`src/rtl/t2mi_frame_scheduler.sv`:
```
// Per-T2-frame arbiter for the T2-MI payload bus: one L1-current packet, then BB_PER_FRAME BBFRAMEs.
// Optional L1 watchdog is built in when the macro L1_TIMEOUT_EN is defined.
module t2mi_frame_scheduler #(
  parameter int L1_LEN       = 67,
  parameter int BB_PER_FRAME = 4,
  parameter int BB_LEN       = 2000,
  parameter int L1_TIMEOUT   = 255
) (
  input  logic       CLK,
  input  logic       RST,
  input  logic       FRAME_TICK,
  output logic       L1_REQ,
  input  logic [7:0] L1_DATA,
  input  logic       L1_LOAD,
  input  logic       BB_READY,
  output logic       BB_REQ,
  input  logic [7:0] BB_DATA,
  input  logic       BB_VALID,
  output logic [7:0] OUT_DATA,
  output logic       OUT_LOAD,
  output logic       OUT_SOF,
  output logic       OUT_EOF,
  output logic [7:0] OUT_TYPE,
  output logic [7:0] FRAME_IDX,
  output logic       OVERRUN,
  output logic       L1_ERR
);

  localparam logic [2:0] IDLE     = 3'd0;
  localparam logic [2:0] L1_START = 3'd1;
  localparam logic [2:0] L1_XFER  = 3'd2;
  localparam logic [2:0] BB_WAIT  = 3'd3;
  localparam logic [2:0] BB_XFER  = 3'd4;

  localparam logic [15:0] L1_LAST  = 16'(L1_LEN - 1);
  localparam logic [15:0] BB_LAST  = 16'(BB_LEN - 1);
  localparam logic [7:0]  BB_COUNT = 8'(BB_PER_FRAME);
  localparam logic [7:0]  TYPE_L1  = 8'h10;
  localparam logic [7:0]  TYPE_BB  = 8'h00;

  // Counters are 16/8 bits wide, so parameters outside these ranges can never match.
  if (L1_LEN < 1 || L1_LEN > 65535 || BB_LEN < 1 || BB_LEN > 65535 ||
      BB_PER_FRAME < 1 || BB_PER_FRAME > 255 || L1_TIMEOUT < 1 || L1_TIMEOUT > 65535)
  begin : g_bad_params
    $error("t2mi_frame_scheduler: parameter out of range");
  end

  logic [2:0]  state;
  logic [15:0] byte_cnt;
  logic [7:0]  bb_cnt;
  logic        l1_timeout;

`ifdef L1_TIMEOUT_EN
  localparam logic [15:0] IDLE_LIMIT = 16'(L1_TIMEOUT);

  logic [15:0] idle_cnt;
  logic        l1_err;

  assign l1_timeout = (state == L1_XFER) && !L1_LOAD && (idle_cnt + 16'd1 == IDLE_LIMIT);
  assign L1_ERR     = l1_err;

  // Idle counter only runs while an L1 transfer is stalled; any byte restarts it.
  always_ff @(posedge CLK) begin
    if (RST) begin
      idle_cnt <= '0;
      l1_err   <= 1'b0;
    end else begin
      if (state != L1_XFER || L1_LOAD)
        idle_cnt <= '0;
      else
        idle_cnt <= idle_cnt + 16'd1;
      if (l1_timeout)
        l1_err <= 1'b1;
    end
  end
`else
  assign l1_timeout = 1'b0;
  assign L1_ERR     = 1'b0;
`endif

  // Single register stage: every accepted byte is tagged and presented on the next cycle.
  always_ff @(posedge CLK) begin
    if (RST) begin
      state     <= IDLE;
      byte_cnt  <= '0;
      bb_cnt    <= '0;
      L1_REQ    <= 1'b0;
      BB_REQ    <= 1'b0;
      OUT_DATA  <= '0;
      OUT_LOAD  <= 1'b0;
      OUT_SOF   <= 1'b0;
      OUT_EOF   <= 1'b0;
      OUT_TYPE  <= '0;
      FRAME_IDX <= '0;
      OVERRUN   <= 1'b0;
    end else begin
      OUT_LOAD <= 1'b0;
      OUT_SOF  <= 1'b0;
      OUT_EOF  <= 1'b0;
      L1_REQ   <= 1'b0;

      if (FRAME_TICK && state != IDLE)
        OVERRUN <= 1'b1;

      case (state)
        IDLE: begin
          if (FRAME_TICK) begin
            state  <= L1_START;
            L1_REQ <= 1'b1;
          end
        end

        L1_START: begin
          byte_cnt <= '0;
          state    <= L1_XFER;
        end

        L1_XFER: begin
          if (L1_LOAD) begin
            OUT_DATA <= L1_DATA;
            OUT_LOAD <= 1'b1;
            OUT_SOF  <= (byte_cnt == 16'd0);
            OUT_EOF  <= (byte_cnt == L1_LAST);
            OUT_TYPE <= TYPE_L1;
            byte_cnt <= byte_cnt + 16'd1;
            if (byte_cnt == L1_LAST) begin
              state  <= BB_WAIT;
              bb_cnt <= '0;
            end
          end else if (l1_timeout) begin
            state  <= BB_WAIT;
            bb_cnt <= '0;
          end
        end

        BB_WAIT: begin
          if (BB_READY) begin
            state    <= BB_XFER;
            BB_REQ   <= 1'b1;
            byte_cnt <= '0;
          end
        end

        BB_XFER: begin
          if (BB_VALID) begin
            OUT_DATA <= BB_DATA;
            OUT_LOAD <= 1'b1;
            OUT_SOF  <= (byte_cnt == 16'd0);
            OUT_EOF  <= (byte_cnt == BB_LAST);
            OUT_TYPE <= TYPE_BB;
            byte_cnt <= byte_cnt + 16'd1;
            if (byte_cnt == BB_LAST) begin
              BB_REQ <= 1'b0;
              bb_cnt <= bb_cnt + 8'd1;
              if (bb_cnt + 8'd1 == BB_COUNT) begin
                state     <= IDLE;
                FRAME_IDX <= FRAME_IDX + 8'd1;
              end else begin
                state <= BB_WAIT;
              end
            end
          end
        end

        default: state <= IDLE;
      endcase
    end
  end

endmodule

```
`config.mk`:
```
export PLATFORM = sky130hd
export DESIGN_NAME = t2mi_frame_scheduler
export DESIGN_NICKNAME = d
export VERILOG_FILES = /design/src/rtl/t2mi_frame_scheduler.sv
export SDC_FILE = /design/constraint.sdc
export NUM_CORES = 1
export LEC_CHECK = 0
export CAP_MARGIN = 20
export CORE_UTILIZATION = 50
export CTS_CLUSTER_SIZE = 25
export DETAILED_ROUTE_END_ITERATION = 12
export PLACE_DENSITY_LB_ADDON = 0.25
export SYNTH_ARGS = -nofsm -noshare
export SYNTH_HDL_FRONTEND = slang
export SYNTH_SLANG_ARGS = --single-unit
export TNS_END_PERCENT = 30
```
`constraint.sdc`:
```
create_clock -name CLK -period 5.2 [get_ports CLK]
set_input_delay 1.04 -clock CLK [delete_from_list [all_inputs] [get_ports CLK]]
set_output_delay 1.04 -clock CLK [all_outputs]
set_load 0.01 [all_outputs]
```
**Yosys cells after proc, flatten, opt, wreduce, memory -nomap -nowiden**

Index checks and enable logic that the tools add are counted.

- Bits in registers: 57
- Output and inout port bits: 31
- Logic and storage cells: 80

- Add/sub/neg operators: 3
- Eq/ne operators: 13
- Multiplexer cells: 37
- Bitwise gates (word level): 1
- Reduce and logical (&&, ||, !) cells: 14

Operators by type and width:

| kind | number |
|---|---|
| 8-bit 2-to-1 mux | 8 |
| 16-bit case mux with 4 select lines | 1 |
| 16-bit 2-to-1 mux | 3 |
| 8-bit case mux with 2 select lines | 3 |
| 3-bit 2-to-1 mux | 6 |
| 16-bit by 1-bit adder with 16-bit output (second input constant) | 1 |
| 8-bit by 1-bit adder with 8-bit output (second input constant) | 2 |
| 16-bit by 11-bit equality test with 1-bit output (second input constant) | 1 |
| 16-bit by 7-bit equality test with 1-bit output (second input constant) | 1 |
| 16-bit logical NOT | 1 |
| 3-bit case mux with 5 select lines | 1 |
| 2-bit inequality test (second input constant) | 6 |
| 4-bit AND reduction | 3 |
| 1-bit 2-to-1 mux | 10 |
| 8-bit by 3-bit equality test with 1-bit output (second input constant) | 1 |
| 1-bit case mux with 2 select lines | 4 |
| 3-bit by 2-bit equality test with 1-bit output (second input constant) | 2 |
| 6-bit AND reduction | 1 |
| 5-bit AND reduction | 1 |
| 2-bit nonzero test | 2 |
| 4-bit nonzero test | 1 |
| 3-bit by 1-bit equality test with 1-bit output (second input constant) | 1 |
| 3-bit equality test (second input constant) | 1 |
| 3-bit logical NOT | 1 |
| other kinds (6) | 6 |

**Depth between registers and ports, before layout**

Gate-level depths: netlist of the first run.

- Depth after elaboration: 6
- Depth in mapped cells: 7
- Depth with buffers taken out: 7

**Worst setup path after synthesis of the first run**

No wires, ideal clock.

- Kind: input -> register
- From: input port BB_VALID
- To: register byte_cnt[11]
- Setup time: 0.128 ns
- Arrival time: 2.184 ns
- Data required time: 5.072 ns
- Setup slack: 2.889 ns
- Cell stages on the path: 6
- Path buffers: 1
- Cells stage by stage: and4bb_2 -> a31oi_1 -> clkbuf_1 -> nor3_1 -> xnor2_1 -> nor2_1

- Word-level cells in the longest chain between the ends: 2

Ends and longest elaborated chain:

| element | RTL line | source |
|---|---|---|
| start, declared | 18 | `input logic BB_VALID,` |
| 2-bit inequality test (no source line) | - |  |
| 4-bit AND reduction (no source line) | - |  |
| end signal, assigned | 125 | `byte_cnt <= byte_cnt + 16'd1;` |
| end signal, assigned | 151 | `byte_cnt <= byte_cnt + 16'd1;` |
| end, declared | 49 | `logic [15:0] byte_cnt;` |

No other way between the ends.
A chain may end at the register's enable or synchronous reset.

**Worst setup path in the final report of the first run**

- From: input port BB_VALID
- To: register FRAME_IDX[6]

- Word-level cells in the longest chain between the ends: 1

Ends and longest elaborated chain:

| element | RTL line | source |
|---|---|---|
| 4-bit AND reduction (no source line) | - |  |
| end signal, assigned | 157 | `FRAME_IDX <= FRAME_IDX + 8'd1;` |
| end, declared | 24 | `output logic [7:0] FRAME_IDX,` |

No other way between the ends.

==> out/summary.txt, run 1 <==
gr ovfl total -> 0
H-tree depth -> 2
vias in the first global route -> 2231
Post-CTS Hold Buffers -> 0
Req. time, crit path -> 5.39 ns
Worst-Margin Slew -> 1.111 ns
Design Area, Final -> 3253 sq um
post-layout min period -> 2.718 ns
Buf/Inv on CP -> 1
mean post-synth cell area -> 8.354 sq um
final setup fails -> 0
Die X -> 76.03 um
Setup Buffers After CTS -> 0
Startpoint Class -> input port
GRT busiest layer -> met2
num rows -> 26
largest net degree at the start of global routing -> 31
sequential share of the synthesized area -> 36.53%
hold slack -> 0.4715 ns
f_max -> 367.9 MHz
Largest stage delay, worst path -> 0.61 ns
first-pass GRT wire length -> 10370 um
clk buf depth -> 2
status -> finished, final reports clean
Final Power -> 710.7 uW
area delta synth->final -> 18.72%
drt first pass iters -> 5
unrepaired setup endpoints after global routing -> no
Hold Crit Class -> register to register
clock skew -> 0.003902 ns
Total GRT Usage -> 21.83%
Hold Vio Cnt, Final -> 0
die outline height -> 76.03 um
Max VDD drop -> 127.0 uV
TNS Setup -> 0 ns
Leakage -> 0.001119 uW
total wire length -> 6123 um
Worst-Skew Late Latency -> 0.30 ns
critical path cell sequence -> clkdlybuf4s50_1, nand2_4, or4_4, nor4_2, mux2_1
CTS Sinks -> 50
Net count, final -> 393
DP Cell Count -> 428
DP Area -> 3171 sq um
yosys warns -> 0
First DRT Iteration DRCs -> 210
Cell Count, Final, Fillers Out -> 434
layout cell share with drive strength beyond 1 -> 6.593%
Slew Viols, Final -> 0
Core ar. -> 5205 sq um
met1 Use GR -> 28.35%
io pins -> 53
Arr. time, crit path -> 2.91 ns
Slowest-stage cell, CP -> clkdlybuf4s50_1
final worst-path cycle share -> 52.27%
Die Area -> 5781 sq um
Slew headroom -> 25.68%
Post-DP HPWL -> 4236 um
CP delay by family, top -> simple AND/OR/NAND/NOR gates
met3 global-route usage -> 3.713%
Top FF cell, synth -> dfxtp_1
ys async rst share -> 0%
Synth cell types -> 57
post-route DRC violation count -> 0
Antenna Nets Post-Route -> 0
Final GP Congestion -> 0.8071
Starting Density -> 52.64%
initial antenna violation count -> 0
post-CTS sizing -> 0
met2 Use GR -> 36.27%
via/cell ratio -> 5.804
CTS tree -> yes
Worst Path Max Fanout -> 6
pwr/cell area -> 218.5 nW/um^2
CP Class -> input port to register
Clock transition at path regs -> 0.08 ns
#FFs+latches synth -> 50
DR vias -> 2519
PortBufs -> 44
Post-synth EDFFs -> 0
Post-Syn Instances -> 328
Antenna Cells -> 0
mapped cell area -> 2740 sq um
clock root buffer -> clkbuf_8
Avg WL per Cell -> 14.11 um
max_cap viols -> 0
Num CTS Buffers -> 5
Worst setup EP type -> register
## metal layers
| layer | vias to the layer above | share of wire, % |
|---|---|---|
| met5 | - | 0 |
| met4 | 0 | 1.1 |
| met3 | 5 | 3.4 |
| met2 | 47 | 47 |
| met1 | 1212 | 48 |
| li1 | 1255 | - |
## cells in the final DEF (no fill, tap or decap), types with 7 or more instances in the layout
cell             instances
nand4_1                 12
o21ai_0                 12
clkdlybuf4s50_1         44
nand3_1                  9
nand2_1                 35
a21oi_1                 25
xnor2_1                 13
a311oi_1                 8
nor3_1                  12
conb_1                   8
nor2_1                  34
inv_1                    7
dfxtp_1                 50
## metrics by stage
| step | util [%] | setup WS (ns) |
|---|---|---|
| after global routing | 62.50 | 2.326 |
| after CTS | 62.50 | 2.486 |
| after global placement | 60.91 | 2.208 |
| after detailed placement | 60.91 | 2.168 |
| after floorplan | - | 2.889 |
| final | 62.50 | 2.482 |
## logic make-up after synthesis
logic type / after synthesis / share of synthesized area (%)
buffers and inverters: 31 / 6.302
AOI/OAI and AO/OA: 62 / 13.93
xor gates and xnor gates: 13 / 4.155
DFF: 50 / 36.53
adders and majority gates: 6 / 2.740
other: 1 / 0.1369
and+or+nand+nor: 159 / 33.79
muxes: 6 / 2.420
## worst paths after layout
path	from	to	slack [ns]	cells after the start
worst min-delay path	BB_REQ	BB_REQ	0.47	2
worst max register to register	bb_cnt[0]	state[1]	2.58	6
worst min register to register	BB_REQ	BB_REQ	0.47	2
worst max-delay path	BB_VALID	FRAME_IDX[6]	2.48	5
## state kept, by name, indices dropped and copies added, names as in the netlist
register / cells
OUT_DATA: 8
L1_REQ: 1
bb_cnt: 8
OUT_SOF: 1
byte_cnt: 16
OUT_LOAD: 1
BB_REQ: 1
state: 3
OUT_EOF: 1
FRAME_IDX: 8
OVERRUN: 1
OUT_TYPE: 1
## report_power, final
group	internal, uW	switching [uW]	leakage [uW]
Sequential	392	10.0	0.000404
Clock	103	119	0.0000431
Combinational	43.1	44.6	0.000672
Total	537	173	0.00112
## synthesized netlist by cell type, types with 3 or more instances
cell | instances | area share (%)
nand2_1 | 35 | 4.8
buf_4 | 12 | 3.3
or4_1 | 3 | 0.82
nand4_1 | 12 | 2.7
and4_1 | 6 | 1.9
ha_1 | 6 | 2.7
a21oi_1 | 25 | 4.6
or3_2 | 3 | 0.82
nor4_1 | 6 | 1.4
a311oi_1 | 8 | 2.6
nand3b_1 | 5 | 1.4
nor3b_1 | 4 | 1.1
buf_2 | 3 | 0.55
mux2_1 | 4 | 1.6
nor4_2 | 3 | 1.4
nor3_1 | 12 | 2.2
nand3_1 | 9 | 1.6
and3_1 | 3 | 0.69
nor2b_1 | 4 | 0.91
o21ai_0 | 12 | 2.2
dfxtp_1 | 50 | 37
nor2_1 | 34 | 4.7
clkbuf_1 | 7 | 0.96
a31oi_1 | 4 | 0.91
inv_1 | 7 | 0.96
xnor2_1 | 13 | 4.2
o31ai_1 | 3 | 0.82
## final cells by class
type                       instances  area [sq um]
tap                               70         87.58
inverter                           7         26.28
clock buffer                       6         82.58
sequential                        50          1001
multi-input combinational        254          1593
fill                             477          1952
timing repair buffer              47         462.9
## worst min-delay path, cell delays in order (launching register included)
cell	delay, ns
dfxtp_1	0.32
nand2_1	0.05
a21oi_1	0.05
(Power assumes the default switching activity.)
==> inputs of run 2 (changes only) <==
Settings changed: CORE_UTILIZATION 50 to 47.
Clock period 5.2 ns to 2.29 ns, I/O delays scaled along.
==> out/summary.txt, run 2 (synthesis results as in run 1) <==
num rows -> 27 (+3.8%)
total wire length -> 6364 um (+3.9%)
Clock transition at path regs -> 0.09 ns (about the same)
H-tree depth -> 2 (unchanged)
DP Cell Count -> 449 (+4.9%)
CTS Sinks -> 50 (unchanged)
Leakage -> 0.001219 uW (+8.9%)
Post-DP HPWL -> 4641 um (+9.6%)
unrepaired setup endpoints after global routing -> yes
clk buf depth -> 2 (unchanged)
Slew Viols, Final -> 0 (unchanged)
Avg WL per Cell -> 13.90 um (-1.5%)
CTS tree -> yes
pwr/cell area -> 468.6 nW/um^2 (+110%)
Worst setup EP type -> register
initial antenna violation count -> 0 (unchanged)
First DRT Iteration DRCs -> 155 (-26%)
area delta synth->final -> 24.57%
Cell Count, Final, Fillers Out -> 458 (+5.5%)
Die X -> 78.36 um (+3.1%)
Hold Vio Cnt, Final -> 0 (unchanged)
io pins -> 53 (unchanged)
post-route DRC violation count -> 0 (unchanged)
Req. time, crit path -> 2.52 ns (-2.87 ns)
Hold Crit Class -> register to register
Antenna Nets Post-Route -> 0 (unchanged)
max reg flops -> 16 (unchanged)
first-pass GRT wire length -> 10470 um (+0.94%)
Num CTS Buffers -> 5 (unchanged)
CP Class -> register to register
Worst-Margin Slew -> 0.6375 ns (-0.4737 ns)
layout cell share with drive strength beyond 1 -> 11.66% (+5.1 points)
f_max -> 465.4 MHz
final worst-path cycle share -> 93.83%
hold slack -> 0.4884 ns (+0.01698 ns)
Total GRT Usage -> 21.15% (-0.68 points)
Net count, final -> 414 (+5.3%)
Largest stage delay, worst path -> 0.52 ns (-0.09 ns)
final setup fails -> 0 (unchanged)
max_cap viols -> 0 (unchanged)
Worst-Skew Late Latency -> 0.30 ns (about the same)
Starting Density -> 49.16% (-3.5 points)
PortBufs -> 44 (unchanged)
Slew headroom -> 57.21% (+32 points)
drt first pass iters -> 4 (-1)
commonest non-fill, non-tap cell in the layout -> dfxtp_1
Slowest-stage cell, CP -> or4_1
Antenna Cells -> 0 (unchanged)
Core ar. -> 5574 sq um (+7.1%)
Most flops, register -> byte_cnt
gr ovfl total -> 0 (unchanged)
die outline height -> 78.36 um (+3.1%)
status -> finished, final reports clean
TNS Setup -> 0 ns (unchanged)
commonest non-fill, non-tap cells in the layout -> 50 x dfxtp_1, 44 x clkdlybuf4s50_1, 35 x nand2_1, 34 x nor2_1, 25 x a21oi_1
Worst Path Max Fanout -> 8 (+2)
post-layout min period -> 2.149 ns
Max VDD drop -> 341.2 uV (+170%)
Final GP Congestion -> 0.8481 (+5.1%)
vias in the first global route -> 2369 (+6.2%)
via/cell ratio -> 5.555 (-4.3%)
Die Area -> 6140 sq um (+6.2%)
Arr. time, crit path -> 2.38 ns (-0.53 ns)
clock root buffer -> clkbuf_8
largest net degree at the start of global routing -> 19 (-39%)
Startpoint Class -> register
clock skew -> 0.01108 ns (+0.007173 ns)
DR vias -> 2544 (+0.99%)
critical path cell sequence -> nor4_2, and4_1, nand2_1, or4_1, a21oi_1
[run 2: stage by stage]
step	area (sq um)	worst slack, ns	total power, uW	util (%)
floorplan	2766	0.1617	1045	-
global placement	3316	-0.03780	1138	59.48
detailed placement	3316	-0.06724	1141	59.48
CTS	3392	0.1309	1617	60.85
global route	3413	-0.008101	1674	61.23
finish	3413	0.1413	1600	61.23
[run 2: report_power, final]
part	internal [uW]	switching, uW	total, uW
clock	211	267	478
sequential	889	12.3	901
combinational	108	113	220
[run 2: path summary, 6_finish.rpt]
kind	cells past startpoint	slack, ns	startpoint	end
min	2	0.49	BB_REQ	BB_REQ
max	5	0.14	byte_cnt[5]	FRAME_IDX[0]
max reg2reg	5	0.14	byte_cnt[5]	FRAME_IDX[0]
min reg2reg	2	0.49	BB_REQ	BB_REQ
[run 2: repair_timing]
item | in CTS | in global routing
hold buffers | 0 | 0
setup endpoints to repair | 0 | 3
buffers inserted | 0 | 2
resized for setup | 0 | 1
[run 2: worst max-delay path: cells and delay by family, from the launching register on]
family / cells / cell delay, ns
and+or+nand+nor: 4 / 1.56
DFF: 1 / 0.37
AOI/OAI and AO/OA: 1 / 0.16
[run 2: routing by layer]
layer  up-vias  part of all wire [%]  global-route usage, %
met4         0                  0.91                  7.037
met2        56                    49                  37.54
met3         7                   4.1                  3.605
met1      1184                    46                  25.70
li1       1297                     -                      -
met5         -                     0                      0
[run 2: area by class of cell]
| class | instances | area [sq um] |
|---|---|---|
| timing repair buffer | 68 | 620.6 |
| inverter | 7 | 26.28 |
| tap | 72 | 90.09 |
| clock buffer | 7 | 76.32 |
| sequential | 50 | 1001 |
| fill | 496 | 2161 |
| multi-input combinational | 254 | 1599 |
==> inputs of run 3 (changes only) <==
Settings changed: CORE_MARGIN from default to 1.5.
==> out/summary.txt, run 3 (synthesis results as in run 1) <==
R2R setup slack -> 0.19 ns (+0.05 ns)
DP Cell Count -> 449 (unchanged)
unrepaired setup endpoints after global routing -> no
CP Launch Point -> state[2]
largest net degree at the start of global routing -> 17 (-2)
vias in the first global route -> 2447 (+3.3%)
Worst setup EP type -> register
Arr. time, crit path -> 2.29 ns (-0.09 ns)
final setup fails -> 0 (unchanged)
commonest non-fill, non-tap cells in the layout -> 50 x dfxtp_1, 44 x clkdlybuf4s50_1, 35 x nand2_1, 34 x nor2_1, 25 x a21oi_1
Leakage -> 0.001228 uW (+0.72%)
Final GP Congestion -> 0.8458 (-0.27%)
Most flops, register -> byte_cnt
H-tree depth -> 2 (unchanged)
first-pass GRT wire length -> 11050 um (+5.5%)
switch share -> 24.06% (-0.42 points)
Clock power frac -> 34.6% (+4.7 points)
P_sw -> 412.4 uW (+5.3%)
Fillers -> 486 (-2.0%)
Die X -> 79.36 um (+1.3%)
internal power -> 1301 uW (+7.7%)
final worst-path cycle share -> 91.66% (-2.2 points)
gr ovfl total -> 0 (unchanged)
Worst-Margin Slew -> 0.6601 ns (+0.02255 ns)
Worst-Skew Late Latency -> 0.31 ns (about the same)
PortBufs -> 44 (unchanged)
Starting Density -> 49.16% (unchanged)
DP Area -> 3316 sq um (unchanged)
Worst Path Max Fanout -> 9 (+1)
Max VDD drop -> 301.8 uV (-12%)
Hold Path Depth -> 2 (unchanged)
Combinational Power Share -> 12.8% (-1.0 points)
clock skew -> 0.01173 ns (+0.0006561 ns)
DR vias -> 2581 (+1.5%)
post-layout min period -> 2.099 ns (-0.04959 ns)
total wire length -> 6310 um (-0.85%)
Slew headroom -> 55.70% (-1.5 points)
Design Area, Final -> 3427 sq um (+0.40%)
commonest non-fill, non-tap cell in the layout -> dfxtp_1
Req. time, crit path -> 2.48 ns (-0.04 ns)
Core ar. -> 5574 sq um (unchanged)
drt first pass iters -> 4 (unchanged)
clock root buffer -> clkbuf_8
via/cell ratio -> 5.648 (+1.7%)
post-layout util -> 61.48% (+0.25 points)
crit path to -> FRAME_IDX[6]
status -> finished, final reports clean
post-route DRC violation count -> 0 (unchanged)
Clock transition at path regs -> 0.10 ns (about the same)
Die Area -> 6297 sq um (+2.6%)
Post-DP HPWL -> 4552 um (-1.9%)
Hold Crit Class -> register to register
CTS Sinks -> 50 (unchanged)
Cell Count, Final, Fillers Out -> 457 (-0.22%)
Num CTS Buffers -> 5 (unchanged)
Hold Vio Cnt, Final -> 0 (unchanged)
num rows -> 27 (unchanged)
area delta synth->final -> 25.07%
Worst R2R End -> FRAME_IDX[6]
Seq pwr share -> 52.6% (-3.8 points)
io pins -> 53 (unchanged)
layout cell share with drive strength beyond 1 -> 11.95% (+0.29 points)
max_cap viols -> 0 (unchanged)
Startpoint Class -> register
First DRT Iteration DRCs -> 124 (-20%)
clk buf depth -> 2 (unchanged)
initial antenna violation count -> 0 (unchanged)
Antenna Cells -> 0 (unchanged)
Antenna Nets Post-Route -> 0 (unchanged)
max reg flops -> 16 (unchanged)
Slew Viols, Final -> 0 (unchanged)
CTS tree -> yes
die outline height -> 79.36 um (+1.3%)
pwr/cell area -> 500.1 nW/um^2 (+6.7%)
f_max -> 476.4 MHz (+2.4%)
Net count, final -> 412 (-0.48%)
Total GRT Usage -> 21.63% (+0.48 points)
CP Class -> register to register
r2r startpoint -> state[2]
Avg WL per Cell -> 13.81 um (-0.63%)
worst r2r path cells -> 5 (unchanged)
run 3: changes by cell type in the layout (fill, tap and decap cells not counted), sizes merged:
cell	previous run	this run
buf	24	22
clkbuf	7	8
run 3: how the worst min path moves through the flow:
stage / from / end / slack [ns]
floorplan: bb_cnt[7] / bb_cnt[7] / 0.46
global placement: OVERRUN / OVERRUN / 0.45
detailed placement: OVERRUN / OVERRUN / 0.46
CTS: OVERRUN / OVERRUN / 0.49
global route: BB_REQ / BB_REQ / 0.51
finish: OVERRUN / OVERRUN / 0.48
run 3: through the flow:
stage | total power (uW) | worst slack [ns] | setup TNS (ns) | hold slack (ns)
after global routing | 1785 | 0.05326 | 0 | 0.5146
final | 1714 | 0.1909 | 0 | 0.4840
after CTS | 1733 | 0.1201 | 0 | 0.4868
after floorplan | 1045 | 0.1617 | 0 | 0.4597
after detailed placement | 1140 | -0.05994 | -0.1985 | 0.4625
after global placement | 1137 | -0.03371 | -0.07687 | 0.4497
run 3: power groups by stage:
stage	Clock [uW]	Combinational (uW)	Sequential, uW
floorplan	0	116	929
global placement	0	216	921
detailed placement	0	218	922
CTS	611	220	902
global route	638	242	904
finish	592	220	902
run 3: cell type report:
| type | instances | area, sq um | area share (%) |
|---|---|---|---|
| inverter | 7 | 26.28 | 0.7667 |
| timing repair buffer | 66 | 605.6 | 17.67 |
| sequential | 50 | 1001 | 29.21 |
| clock buffer | 8 | 110.1 | 3.213 |
| multi-input combinational | 254 | 1594 | 46.51 |
| tap | 72 | 90.09 | 2.629 |
run 3: timing repair:
action	4_1_cts	5_1_grt
buffers inserted	0	0
hold buffers	0	0
hold endpoints to repair	0	0
gates resized for setup	0	1
endpoints found under the setup margin	0	1
run 3: metal layers:
layer	GRT usage, %	part of all wire, %	vias to the layer above
met5	0	0	-
met4	6.667	1.1	0
met3	4.253	5.1	8
met2	36.15	46	66
met1	28.00	48	1214
li1	-	-	1293
run 3: critical path: stages (launching register included):
cell and delay [ns]:
dfxtp_1 0.49, nor3b_4 0.30, nand2_4 0.07, or4_4 0.54, nor4_2 0.25, mux2_1 0.34
